==> config.mk <==
export PLATFORM = sky130hd
export DESIGN_NAME = frac_lut6_cfg_seq
export DESIGN_NICKNAME = d
export VERILOG_FILES = /design/src/rtl/frac_lut6_cfg_seq.sv
export SDC_FILE = /design/constraint.sdc
export NUM_CORES = 1
export LEC_CHECK = 0
export ABC_AREA = 1
export CAP_MARGIN = 30
export CORE_ASPECT_RATIO = 0.5
export CORE_UTILIZATION = 50
export CTS_BUF_LIST = sky130_fd_sc_hd__clkbuf_16
export DETAILED_ROUTE_END_ITERATION = 8
export PLACE_DENSITY = 0.86
export SETUP_SLACK_MARGIN = 0.5
export SLEW_MARGIN = 10
export SYNTH_ARGS = -nofsm -noshare
export SYNTH_HDL_FRONTEND = slang
export SYNTH_SLANG_ARGS = --single-unit
==> constraint.sdc <==
create_clock -name prog_clk -period 3 [get_ports prog_clk]
set_clock_uncertainty 0.2 [all_clocks]
set_input_delay 0.45 -clock prog_clk [delete_from_list [all_inputs] [get_ports prog_clk]]
set_output_delay 0.45 -clock prog_clk [all_outputs]
set_load 0.05 [all_outputs]
==> src/rtl/frac_lut6_cfg_seq.sv <==
// Configuration sequencer for a fractured LUT6 latch memory: captures one 64-bit
// truth-table word and programs it bit-serially by pulsing one word line at a time.
module frac_lut6_cfg_seq #(
  parameter int unsigned SETUP_CYC    = 1,
  parameter int unsigned WL_PULSE_CYC = 2,
  parameter int unsigned HOLD_CYC     = 1
) (
  input  logic        prog_clk,
  input  logic        pReset,
  input  logic        cfg_valid,
  output logic        cfg_ready,
  input  logic [0:63] cfg_data,
  output logic [0:63] bl,
  output logic [0:63] wl,
  output logic        busy,
  output logic        done,
  output logic [2:0]  dbg_state
);

  // Handshake: a word is taken on any rising edge where cfg_valid and cfg_ready
  // are both high; cfg_ready is high only in IDLE, so cfg_valid/cfg_data are
  // don't-care for the whole programming sequence.

  typedef enum logic [2:0] {
    ST_IDLE  = 3'd0,
    ST_SETUP = 3'd1,
    ST_PULSE = 3'd2,
    ST_HOLD  = 3'd3,
    ST_DONE  = 3'd4
  } state_e;

  // Phase counter counts down from (length-1) and leaves the state at zero.
  localparam logic [7:0] SETUP_LD = 8'(SETUP_CYC - 1);
  localparam logic [7:0] PULSE_LD = 8'(WL_PULSE_CYC - 1);
  localparam logic [7:0] HOLD_LD  = 8'(HOLD_CYC - 1);

  state_e      state_q, state_d;
  logic [5:0]  idx_q, idx_d;
  logic [7:0]  cnt_q, cnt_d;
  logic [0:63] word_q, word_d;
  logic [0:63] bl_q, bl_d;
  logic [0:63] wl_q, wl_d;

  always_comb begin
    state_d = state_q;
    idx_d   = idx_q;
    cnt_d   = cnt_q;
    word_d  = word_q;
    case (state_q)
      ST_IDLE: begin
        if (cfg_valid) begin
          state_d = ST_SETUP;
          word_d  = cfg_data;
          idx_d   = 6'd0;
          cnt_d   = SETUP_LD;
        end
      end
      ST_SETUP: begin
        if (cnt_q == 8'd0) begin
          state_d = ST_PULSE;
          cnt_d   = PULSE_LD;
        end else begin
          cnt_d = cnt_q - 8'd1;
        end
      end
      ST_PULSE: begin
        if (cnt_q == 8'd0) begin
          state_d = ST_HOLD;
          cnt_d   = HOLD_LD;
        end else begin
          cnt_d = cnt_q - 8'd1;
        end
      end
      ST_HOLD: begin
        if (cnt_q == 8'd0) begin
          if (idx_q == 6'd63) begin
            state_d = ST_DONE;
            cnt_d   = 8'd0;
          end else begin
            state_d = ST_PULSE;
            idx_d   = idx_q + 6'd1;
            cnt_d   = PULSE_LD;
          end
        end else begin
          cnt_d = cnt_q - 8'd1;
        end
      end
      ST_DONE: begin
        state_d = ST_IDLE;
        cnt_d   = 8'd0;
      end
      default: begin
        state_d = ST_IDLE;
        cnt_d   = 8'd0;
      end
    endcase
  end

  // bl/wl are computed from the next state so the registered copies line up
  // exactly with the state register, with no input-to-output path.
  always_comb begin
    bl_d = '0;
    wl_d = '0;
    if (state_d == ST_SETUP || state_d == ST_PULSE || state_d == ST_HOLD)
      bl_d = word_d;
    if (state_d == ST_PULSE)
      wl_d[idx_d] = 1'b1;
  end

  always_ff @(posedge prog_clk) begin
    if (pReset) begin
      state_q <= ST_IDLE;
      idx_q   <= 6'd0;
      cnt_q   <= 8'd0;
      word_q  <= '0;
      bl_q    <= '0;
      wl_q    <= '0;
    end else begin
      state_q <= state_d;
      idx_q   <= idx_d;
      cnt_q   <= cnt_d;
      word_q  <= word_d;
      bl_q    <= bl_d;
      wl_q    <= wl_d;
    end
  end

  assign cfg_ready = (state_q == ST_IDLE);
  assign busy      = (state_q != ST_IDLE);
  assign done      = (state_q == ST_DONE);
  assign bl        = bl_q;
  assign wl        = wl_q;
  assign dbg_state = state_q;

endmodule

==> summary.txt <==
Critical path
  – Arr. time, crit path: 1740 ps
  – Slowest CP cell: clkdlybuf4s15_1
  – Startpoint types: register
  – Worst Setup End Kind: output pin
  – Worst reg2reg path startpoint: idx_q[1]
  – Worst Path Buf+Inv: 2
  – Crit path max fanout: 6
  – CP top delay family: buffers and inverters
  – FF-to-FF End: wl[11]
  – Required @ worst endpoint: 2350 ps
  – Worst Reg-to-Reg Cells: 9
  – Slowest stage delay, CP: 530 ps
  – R2R setup slack: 730 ps
  – Cells along the critical path: nor2_2, nand2_2, inv_1, clkdlybuf4s15_1
  – CP Class: reg -> out

Logic synthesis
  – Mapped Area: about 6900 µm²
  – Ys Warns: 0
  – Top cells by area, synth: dfxtp_1, nor2_1, mux2i_1
  – Seq/Total Area, Yosys: 0.611
  – Yosys cell types: 37
  – Syn Area/Cell: 10.2 µm²
  – Yosys top cell area share: 0.611
  – Mapped Cells: 670
  – EDFF count, synth: 0
  – Synth Register Bits: 209
  – Asr flop ratio synth: 0
  – Net Count, Synth: 740
  – Ys flop type: dfxtp_1
  – Biggest area consumer among synthesized cells: dfxtp_1

Worst hold path
  – Hold Path Stages: 4
  – Hold Path Sink: dbg_state[1]
  – Min-delay worst type: in -> reg
  – Hold Path Origin: pReset

Floorplan
  – Ports: roughly 200
  – Site Rows: 29
  – Core Box Area: 13000 µm²
  – Starting Density: 0.526
  – Die Span Y: 84.8 µm
  – Die Wd: 168 µm
  – Die area: 14200 µm²

Final layout
  – Nets: 941
  – Final instance area: 9480 µm²
  – Leading cell type in the layout, fill and taps excluded: nor2_1
  – Most frequent cells in the layout: nor2_1, dfxtp_1, clkdlybuf4s50_1
  – Final Core Density: 0.728
  – Fillers: between 900 and 1000
  – Share of cells above drive strength 1: 0.0953
  – Antenna cells: 0
  – Area grow syn2layout: 38.4%

Global routing
  – Vias in the first global route: 4976
  – Total track usage: 0.212
  – Pin count of the biggest net entering global routing: 74
  – First-pass GRT wire length: 24200 µm
  – Initial antenna violation count: 0
  – Aggregate global routing overflow: 0

Timing
  – Setup TNS: 0 ps
  – Worst-margin pin slew: 782 ps
  – Relative slew slack: 0.479
  – Hold WS: 112 ps
  – Unrepaired setup endpoints after global routing: false
  – Setup ws final: 613 ps
  – Tmin final: 2390 ps
  – Max-slew violation count: 0
  – Hold Vio Cnt, Final: 0
  – Setup violators final: 0
  – Fmax: 0.419 GHz
  – Crit share post-route: 0.796

Clock tree
  – CTS Root Cell: clkbuf_16
  – Cts bufs inserted: 18
  – CTS tree: built
  – CTS Sinks: 209
  – Bufs on Longest Clock Path: 3
  – CTS H-tree lvls: 1
  – Worst-path clk slew: 60 ps
  – # Post-CTS Setup Buffers: 0
  – Clk Latency, worst-skew pair: 470 ps

Detailed routing
  – Via Count: roughly 5000
  – Post-detailed-routing wire length: 15000 µm
  – Wirelength per Cell: 14.3 µm
  – Post-route DRC: 0
  – Avg Vias per Cell: approximately 4.8
  – Detail Route Antenna Nets: 0
  – DR pass1 iterations: 5
  – Drt initial violations: 208

Placement
  – Pre-CTS setup slack: 617 ps
  – Hpwl dp: 10400 µm
  – Placed cell areas: 8950 µm²
  – Routability cong.: 0.911
  – Port bufs: 200

Power and ir drop
  – Leakage Power: 3.76 nW
  – Peak supply drop: 0.000510 V
  – Power per Cell Area: slightly above 900 nW/µm²

Job
  – Max Cap Viol: 0

Status
  – Status: finished clean
[how the worst max path moves through the flow]
stage	slack, ps	from	end	cells after the start
after floorplan	580	dbg_state[1]	cnt_q[7]	9
after global placement	680	cfg_valid	word_q[10]	6
after detailed placement	620	cfg_valid	word_q[41]	6
after CTS	540	dbg_state[1]	dbg_state[1]	1
after global routing	490	dbg_state[1]	cfg_ready	4
final	610	dbg_state[1]	cfg_ready	4
[worst register-to-register path: stages (launching register included)]
cell,delay (ps)
dfxtp_1,390
ha_1,300
nand3_2,150
nor2_4,200
nand4_2,180
nand2_1,120
nor2_1,70
nor2_2,250
nand2_2,200
nor2_1,140
[kinds of logic (layout without fill, tap and decap cells)]
family	count (synthesis)	in the layout	share of synthesized area
and+or+nand+nor	314	314	0.221
DFF	209	209	0.611
muxes	64	64	0.0935
buffers and inverters	55	266	0.0438
AOI/OAI and AO/OA	24	24	0.0239
adders and majority gates	3	3	0.00548
xor gates and xnor gates	1	1	0.00128
[power by group]
part	internal [W]	switching, W
clock network	0.00115	0.000961
logic	0.00107	0.00214
registers	0.00319	0.000165
total	0.00541	0.00327
[Yosys cell counts, types with 2 or more instances]
cell type	instances
a21oi_2	2
inv_4	2
mux2i_1	64
nor2_2	8
nand3_1	11
clkbuf_1	8
o21ai_1	2
dfxtp_1	209
nor2_4	4
nor2_1	211
a21oi_1	7
buf_6	7
nand2_2	7
nor3_1	4
nand2_4	4
o21ai_0	6
a31oi_1	2
nand2_1	46
nand3_4	9
buf_4	7
inv_2	7
nor2_8	3
inv_1	22
nand3_2	3
ha_1	3
[layout make-up]
| class | count | area [µm²] | area share |
|---|---|---|---|
| timing repair buffer | 203 | 2040 | 0.216 |
| tap | 170 | 213 | 0.0224 |
| clock inverter | 11 | 53.8 | 0.00567 |
| multi-input combinational | 406 | 2370 | 0.250 |
| sequential | 209 | 4180 | 0.441 |
| inverter | 33 | 139 | 0.0146 |
| clock buffer | 19 | 475 | 0.0501 |
[flip-flops by register name, indices dropped and copies added (netlist names)]
name,count
idx_q,6
dbg_state,3
cnt_q,8
word_q,64
bl,64
wl,64
[layer usage]
layer	vias to the layer above	routed length (µm)	GRT usage
li1	2531	-	-
met1	2329	6120	0.248
met2	137	7760	0.393
met3	37	765	0.0420
met4	0	373	0.0676
met5	-	0	0
[what timing repair did]
| item | CTS | global route |
|---|---|---|
| gates cloned | 0 | 0 |
| hold buffers | 0 | 0 |
| setup endpoints to repair | 3 | 4 |
| resized for setup | 3 | 3 |
| hold endpoints to repair | 0 | 0 |
[stage by stage]
step                      total power, W  std cells
after floorplan                  0.00585        670
after global placement           0.00658       1021
after detailed placement         0.00665       1021
after CTS                        0.00875       1051
after global routing             0.00913       1051
final                            0.00868       1051
Note: power is estimated with default switching activity, not from simulation.
